## src/rtl/stream_capture_to_bram.sv

```systemverilog
// Captures a window of AXI-stream beats into a BRAM write port once armed (immediate or orbit-synchronous trigger).
// Latency: accepted beat reaches the BRAM port one cycle later; trigger costs one ARMED cycle or waits for an orbit edge.
// Backpressure: none; TREADY only drops during reset and beats outside the capture window are discarded.
module stream_capture_to_bram #(
    parameter int unsigned MEM_DEPTH = 2048
) (
    input  logic        clk,
    input  logic        areset,
    input  logic [31:0] data_stream_TDATA,
    input  logic        data_stream_TVALID,
    output logic        data_stream_TREADY,
    input  logic        fc_orbitSync,
    input  logic        arm,
    input  logic        abort,
    input  logic [1:0]  trig_mode,
    input  logic [15:0] capture_len,
    output logic        bram_CLK,
    output logic        bram_RST,
    output logic        bram_EN,
    output logic [3:0]  bram_WE,
    output logic [31:0] bram_ADDR,
    output logic [31:0] bram_DIN,
    output logic        busy,
    output logic        done,
    output logic [15:0] words_captured
);

    typedef enum logic [1:0] {
        ST_IDLE    = 2'd0,
        ST_ARMED   = 2'd1,
        ST_CAPTURE = 2'd2,
        ST_DONE    = 2'd3
    } state_t;

    // 17 bits so a full 65536-word window can be represented
    localparam logic [16:0] DEPTH = 17'(MEM_DEPTH);
    localparam logic [1:0]  MODE_ORBIT = 2'd1;

    state_t      state_q;
    logic [1:0]  mode_q;
    logic [16:0] len_q;
    logic [16:0] cnt_q;
    logic        orbit_q;
    logic        en_q;
    logic [31:0] addr_q;
    logic [31:0] din_q;
    logic        busy_q;
    logic        done_q;

    logic [16:0] len_d;
    logic [16:0] cnt_d;
    logic        orbit_rise;

    // Effective length clamp, incremented word count and orbit rising-edge detect
    always_comb begin
        len_d = {1'b0, capture_len};
        if (capture_len == 16'd0 || len_d > DEPTH) begin
            len_d = DEPTH;
        end
        cnt_d      = cnt_q + 17'd1;
        orbit_rise = fc_orbitSync & ~orbit_q;
    end

    // Capture FSM with registered BRAM write port and status outputs
    always_ff @(posedge clk or posedge areset) begin
        if (areset) begin
            state_q <= ST_IDLE;
            mode_q  <= 2'd0;
            len_q   <= 17'd0;
            cnt_q   <= 17'd0;
            orbit_q <= 1'b0;
            en_q    <= 1'b0;
            addr_q  <= 32'd0;
            din_q   <= 32'd0;
            busy_q  <= 1'b0;
            done_q  <= 1'b0;
        end else begin
            // Sync level is sampled every cycle so the edge detector is primed on entering ARMED
            orbit_q <= fc_orbitSync;
            en_q    <= 1'b0;
            if (abort) begin
                // Abort wins over arm and drops this cycle's beat; the count is kept for readback
                state_q <= ST_IDLE;
                busy_q  <= 1'b0;
                done_q  <= 1'b0;
            end else begin
                case (state_q)
                    ST_IDLE, ST_DONE: begin
                        if (arm) begin
                            state_q <= ST_ARMED;
                            mode_q  <= trig_mode;
                            len_q   <= len_d;
                            cnt_q   <= 17'd0;
                            busy_q  <= 1'b1;
                            done_q  <= 1'b0;
                        end
                    end
                    ST_ARMED: begin
                        // The beat in the trigger cycle itself is never captured
                        if (mode_q != MODE_ORBIT || orbit_rise) begin
                            state_q <= ST_CAPTURE;
                        end
                    end
                    ST_CAPTURE: begin
                        if (data_stream_TVALID) begin
                            en_q   <= 1'b1;
                            addr_q <= {14'd0, cnt_q[15:0], 2'b00};
                            din_q  <= data_stream_TDATA;
                            cnt_q  <= cnt_d;
                            if (cnt_d == len_q) begin
                                state_q <= ST_DONE;
                                busy_q  <= 1'b0;
                                done_q  <= 1'b1;
                            end
                        end
                    end
                    default: state_q <= ST_IDLE;
                endcase
            end
        end
    end

    assign data_stream_TREADY = ~areset;
    assign bram_CLK           = clk;
    assign bram_RST           = areset;
    assign bram_EN            = en_q;
    assign bram_WE            = {4{en_q}};
    assign bram_ADDR          = addr_q;
    assign bram_DIN           = din_q;
    assign busy               = busy_q;
    assign done               = done_q;
    assign words_captured     = cnt_q[15:0];

endmodule

```

## config.mk

```make
export PLATFORM = sky130hd
export DESIGN_NAME = stream_capture_to_bram
export DESIGN_NICKNAME = d
export VERILOG_FILES = /design/src/rtl/stream_capture_to_bram.sv
export SDC_FILE = /design/constraint.sdc
export NUM_CORES = 1
export LEC_CHECK = 0
export CORE_MARGIN = 10
export CORE_UTILIZATION = 42
export CTS_CLUSTER_DIAMETER = 40
export DETAILED_ROUTE_END_ITERATION = 10
export PLACE_DENSITY = 0.77
export RECOVER_POWER = 100
export SETUP_SLACK_MARGIN = 0.15
export SYNTH_ARGS = -nofsm -noshare
export SYNTH_HDL_FRONTEND = slang
export SYNTH_SLANG_ARGS = --single-unit
export TNS_END_PERCENT = 10
```

## constraint.sdc

```tcl
create_clock -name clk -period 2.6 [get_ports clk]
set_input_delay 0.26 -clock clk [delete_from_list [all_inputs] [get_ports clk]]
set_output_delay 0.26 -clock clk [all_outputs]
set_load 0.01 [all_outputs]
```

==> impl_metrics.env, run 1 <==
export IMPL_status="finished, final reports clean"
export IMPL_endpoint_kind="flip-flop"
export IMPL_p_per_area_nw_per_um2=696
export IMPL_io_pin_count=146
export IMPL_synth_cell_types=45
export IMPL_post_route_period_util_pct=97.1
export IMPL_drt_iter0_drc=403
export IMPL_cts_tree="built"
export IMPL_gr_total_overflow=0
export IMPL_p_leak_nw=3.11
export IMPL_yosysMostFrequentCell="nand2_1"
export IMPL_dp_hpwl_um=9160
export IMPL_syn_avg_cell_area_um2=8.79
export IMPL_seq_area_frac_synth_pct=50.1
export IMPL_crit_family="simple AND/OR/NAND/NOR gates"
export IMPL_die_width_um=123
export IMPL_area_delta_synth_final_pct=38.7
export IMPL_grt_pass1_wl_um=19900
export IMPL_gp_congestion=0.922
export IMPL_placement_io_buffers=129
export IMPL_synth_fa_ha_area_share_pct=0.844
export IMPL_grt_pass1_vias=3988
export IMPL_fmax_ghz=0.396
export IMPL_worst_setup_path_start_kind="flip-flop"
export IMPL_synth_seq_cells=89
export IMPL_die_h_um=123
export IMPL_hp_class="input port to flip-flop"
export IMPL_path_buf_inv=0
export IMPL_muxShareOfSynthArea_pct=1.18
export IMPL_netlist_area_leader_share_pct=50.1
export IMPL_synth_ff_type="dfrtp_1"
export IMPL_synth_area_leader_cell="dfrtp_1"
export IMPL_netlist_area_um2=4450
export IMPL_cp_data_arrival_time_ps=2880
export IMPL_antenna_found_initial=0
export IMPL_ant_nets=0
export IMPL_yosys_area_share_simple_pct=24.2
export IMPL_track_usage_pct=16.5
export IMPL_vias_per_cell=5.07
export IMPL_total_power_w=0.00429
export IMPL_synthXorXnorAreaFrac_pct=4.53
export IMPL_async_flop_share_pct=100
export IMPL_wire_per_inst_um=16.3
export IMPL_clock_latency_ps=470
export IMPL_initial_core_util_pct=43.1
export IMPL_period_minus_slack_ps=2530
export IMPL_layout_nets=693
export IMPL_yosys_top_cells_area="dfrtp_1 50%, nand2_1 14%, buf_4 6.8%"
export IMPL_diodes=0
export IMPL_finalHoldViolations=0
export IMPL_cap_violations=0
export IMPL_core_um2=10300
export IMPL_synthCells=506
export IMPL_placed_area_um2=5750
export IMPL_drive_gt1_share_pct=13.0
export IMPL_synth_enable_flop_cells=0
export IMPL_num_vias=3931
export IMPL_tightest_slew_ps=1150
export IMPL_firstDrtPassIters=5
export IMPL_critPathKind="flip-flop to flip-flop"
export IMPL_synth_compound_area_share_pct=9.03
export IMPL_slew_viol_final=0
export IMPL_cp_slowest_cell="or4_1"
export IMPL_die_area_um2=15100
export IMPL_relSlewSlack_pct=23.4
export IMPL_rsz0062_at_grt="true"
export IMPL_cp_cell_sequence="and3_4, xnor2_1, or4_1, a31oi_1, o2111a_1, nand4_2, a21oi_4, mux2_4"
export IMPL_synth_commonest_cells="163 x nand2_1, 89 x dfrtp_1, 40 x buf_4"
export IMPL_yosys_warnings=0
export IMPL_required_ps=2960
export IMPL_skew_ps=10.2
export IMPL_grt_max_degree=90
export IMPL_num_rows=37
export IMPL_drc=0
export IMPL_wl_um=12600
export IMPL_vdd_drop_max_uv=362
export IMPL_path_max_fanout=4
export IMPL_final_cell_area_um2=6170
export IMPL_synth_top_family_by_area="simple AND/OR/NAND/NOR gates"
export IMPL_clk_pin_slew_ps=90
export IMPL_slowest_delay_ps=510
export IMPL_setup_violations_final=0
-- kinds of logic (layout without fill, tap and decap cells) --
group                    Yosys count  in the layout
adder cells (fa/ha/maj)            3              3
buffers and inverters             76            194
XOR/XNOR                          23             23
AND/OR/NAND/NOR                  246            246
multiplexers                       5              5
other                              1             16
flip-flops                        89             89
AO/OA/AOI/OAI                     63             63
-- registers in the layout, indices dropped and copies added, names as in the netlist --
name       count
len_q         16
done           1
bram_EN        1
busy           1
bram_ADDR     16
cnt_q         17
mode_q         2
state_q        2
orbit_q        1
bram_DIN      32
-- power by group --
part / total [W] / internal [W] / switching [W]
registers: 0.00180 / 0.00166 / 0.000145
logic: 0.00144 / 0.000698 / 0.000737
clock network: 0.00105 / 0.000522 / 0.000532
-- through the flow --
stage / setup TNS, ps / setup slack [ps] / std cells / hold WS (ps) / util (%)
finish: 0 / 74.3 / 775 / 309 / 59.7
global route: -82.5 / -39.1 / 775 / 308 / 59.7
CTS: 0 / 162 / 767 / 251 / 58.7
detailed placement: -140 / -83.0 / 743 / 461 / 55.7
global placement: 0 / 82.0 / 743 / 455 / 55.7
floorplan: 0 / 46.5 / 521 / 291 / -
-- layout by cell type, fill, tap and decap left out, drive strengths merged, types with 4 or more instances in the layout --
| cell | Yosys | layout |
|---|---|---|
| a21oi | 8 | 8 |
| a22o | 13 | 13 |
| a31oi | 6 | 6 |
| and2 | 6 | 6 |
| buf | 45 | 33 |
| clkbuf | 23 | 19 |
| clkdlybuf4s50 | 0 | 57 |
| conb | 1 | 16 |
| dfrtp | 89 | 89 |
| dlygate4sd3 | 0 | 72 |
| inv | 8 | 8 |
| nand2 | 163 | 163 |
| nand2b | 4 | 4 |
| nand3 | 12 | 12 |
| nand4 | 9 | 9 |
| nor2 | 27 | 27 |
| nor3 | 7 | 7 |
| nor4 | 5 | 5 |
| o21ai | 28 | 28 |
| xnor2 | 11 | 11 |
| xor2 | 12 | 12 |
-- worst min-delay path, cell delays in order --
cell and delay, ps:
clkdlybuf4s50_1 400, nand2_1 60, nand2_1 40
-- per-layer routing --
metal | vias to the layer above | wire length, µm | global-route usage (%)
met3 | 26 | 1570 | 5.83
met5 | - | 0 | 0
met1 | 1824 | 5260 | 20.9
li1 | 1868 | - | -
met4 | 0 | 285 | 8.17
met2 | 213 | 5500 | 24.5
-- path summary, 6_finish.rpt --
| path | from | endpoint | slack, ps | cells past startpoint |
|---|---|---|---|---|
| min in group asynchronous | areset | bram_DIN[4]$_DFFE_PP0P_ | 740 | 3 |
| worst max register to register | cnt_q[1]$_DFFE_PP0P_ | state_q[1]$_DFFE_PP0P_ | 70 | 8 |
| worst max-delay path | cnt_q[1]$_DFFE_PP0P_ | state_q[1]$_DFFE_PP0P_ | 70 | 8 |
| worst min-delay path | data_stream_TDATA[28] | bram_DIN[28]$_DFFE_PP0P_ | 310 | 3 |
| worst min register to register | bram_DIN[12]$_DFFE_PP0P_ | bram_DIN[12]$_DFFE_PP0P_ | 470 | 2 |
| max in group asynchronous | areset | cnt_q[8]$_DFFE_PP0P_ | 1070 | 3 |
-- what timing repair did --
item	4_1_cts	5_1_grt
setup buffers	5	8
cloned	0	0
setup endpoints to repair	3	3
pin swaps	5	7
gates resized for setup	12	14
hold buffers	0	0
-- area by class of cell --
| type | instances | area (µm²) |
|---|---|---|
| Fill cell | 878 | 4160 |
| Multi-Input combinational cell | 356 | 1920 |
| Clock buffer | 15 | 203 |
| Tap cell | 136 | 170 |
| Sequential cell | 89 | 2240 |
| Inverter | 8 | 33.8 |
| Clock inverter | 5 | 38.8 |
| Timing Repair Buffer | 166 | 1570 |
(Power assumes the default switching activity.)
==> inputs of run 2 (changes only) <==
SKIP_LAST_GASP = 1   (was not set)
==> results of run 2 <==
Same layout as run 1: the final DEF is identical, and so are final timing and power.
==> inputs of run 3 (changes only) <==
CORE_UTILIZATION = 30   (was 42)
GPL_ROUTABILITY_DRIVEN = 1   (was not set)
PLACE_DENSITY = not set   (was 0.77)
==> impl_metrics.env, run 3 (synthesis results as in run 1) <==
export IMPL_initial_core_util_pct=30.6
export IMPL_cts_tree="built"
export IMPL_gp_congestion=0.891
export IMPL_num_rows=44
export IMPL_cp_data_arrival_time_ps=2780
export IMPL_p_leak_nw=3.10
export IMPL_vdd_drop_max_uv=345
export IMPL_slowest_delay_ps=520
export IMPL_finalWorstSetupSlack_ps=155
export IMPL_final_cell_mix="163 x nand2_1, 83 x dfrtp_1, 71 x dlygate4sd3_1"
export IMPL_period_minus_slack_ps=2450
export IMPL_core_um2=14500
export IMPL_path_buf_inv=0
export IMPL_dp_slack_ps=-95.7
export IMPL_setup_violations_final=0
export IMPL_track_usage_pct=12.9
export IMPL_grt_max_degree=90
export IMPL_layout_nets=690
export IMPL_fmax_ghz=0.409
export IMPL_cp_cell_sequence="and3_4, xnor2_1, or4_1, a31oi_1, o2111a_1, nand4_2, a21oi_2, mux2_1"
export IMPL_drc=0
export IMPL_die_area_um2=20100
export IMPL_num_vias=3772
export IMPL_io_pin_count=146
export IMPL_finalHoldViolations=0
export IMPL_clock_latency_ps=460
export IMPL_layout_cells_most_common="nand2_1"
export IMPL_vias_per_cell=4.61
export IMPL_critPathKind="flip-flop to flip-flop"
export IMPL_post_route_period_util_pct=94.1
export IMPL_gr_total_overflow=0
export IMPL_die_h_um=142
export IMPL_placement_io_buffers=129
export IMPL_drive_gt1_share_pct=10.2
export IMPL_rsz0062_at_grt="true"
export IMPL_path_max_fanout=5
export IMPL_worst_setup_path_start_kind="flip-flop"
export IMPL_total_power_w=0.00463
export IMPL_ant_nets=0
export IMPL_status="finished, final reports clean"
export IMPL_cp_slowest_cell="or4_1"
export IMPL_antenna_found_initial=0
export IMPL_endpoint_kind="flip-flop"
export IMPL_crit_family="simple AND/OR/NAND/NOR gates"
export IMPL_postLayoutCoreUtil_pct=43.0
export IMPL_grt_pass1_vias=3873
export IMPL_clk_pin_slew_ps=60
export IMPL_fillers=1434
export IMPL_wire_per_inst_um=15.7
export IMPL_tightest_slew_ps=1190
export IMPL_area_delta_synth_final_pct=40.4
export IMPL_firstDrtPassIters=4
export IMPL_diodes=0
export IMPL_drt_iter0_drc=180
export IMPL_grt_pass1_wl_um=20600
export IMPL_dp_hpwl_um=9440
export IMPL_relSlewSlack_pct=20.9
export IMPL_skew_ps=5.76
export IMPL_die_width_um=142
export IMPL_largest_register_ffs=32
export IMPL_cap_violations=0
export IMPL_hp_class="input port to flip-flop"
export IMPL_required_ps=2930
export IMPL_p_per_area_nw_per_um2=741
export IMPL_slew_viol_final=0
export IMPL_wl_um=12800
-- run 3: layout make-up --
cell class	instances	area, µm²	area share, %
Sequential cell	89	2230	35.8
Clock buffer	17	335	5.37
Clock inverter	2	15.0	0.240
Multi-Input combinational cell	356	1860	29.9
Timing Repair Buffer	163	1530	24.5
Tap cell	184	230	3.69
Inverter	8	33.8	0.541
-- run 3: layer usage --
layer	vias up	GRT usage, %	part of all wire (%)
met5	-	0	0
met4	0	5.76	2.0
met2	160	19.3	44
li1	1859	-	-
met1	1734	16.3	45
met3	19	4.54	8.8
-- run 3: power by group --
part	internal [W]	total (W)	leakage, nW	switching [W]
combinational	0.000659	0.00138	1.75	0.000718
clock	0.000885	0.00144	0.163	0.000558
sequential	0.00166	0.00181	1.18	0.000149
-- run 3: final timing paths --
check	start	to	slack [ps]	cells past startpoint
min in group asynchronous	areset	bram_DIN[26]$_DFFE_PP0P_	760	3
hold / removal	trig_mode[1]	mode_q[1]$_DFFE_PP0P_	330	3
setup reg to reg	cnt_q[1]$_DFFE_PP0P_	state_q[0]$_DFFE_PP0P_	150	8
hold reg to reg	bram_ADDR[10]$_DFFE_PP0P_	bram_ADDR[10]$_DFFE_PP0P_	470	2
setup / recovery	cnt_q[1]$_DFFE_PP0P_	state_q[0]$_DFFE_PP0P_	150	8
max in group asynchronous	areset	cnt_q[0]$_DFFE_PP0P_	1020	3
-- run 3: worst min-delay path, stage by stage --
cell and delay (ps):
clkdlybuf4s50_1 400, nand2_1 50, nand2_1 40
-- run 3: stage by stage --
stage	hold slack (ps)	setup TNS, ps	cell area [µm²]	cells
after global placement	459	0	5850	796
after CTS	271	0	6260	818
final	331	0	6240	819
after global routing	331	0	6240	819
after detailed placement	461	-179	5850	796
after floorplan	291	0	4510	521
-- run 3: what timing repair did --
action                     in CTS  in global routing
pin swaps                       6                  0
setup endpoints to repair       2                  2
gates resized for setup        11                  4
hold buffers                    0                  0
gates cloned                    0                  0
buffers inserted                4                  1
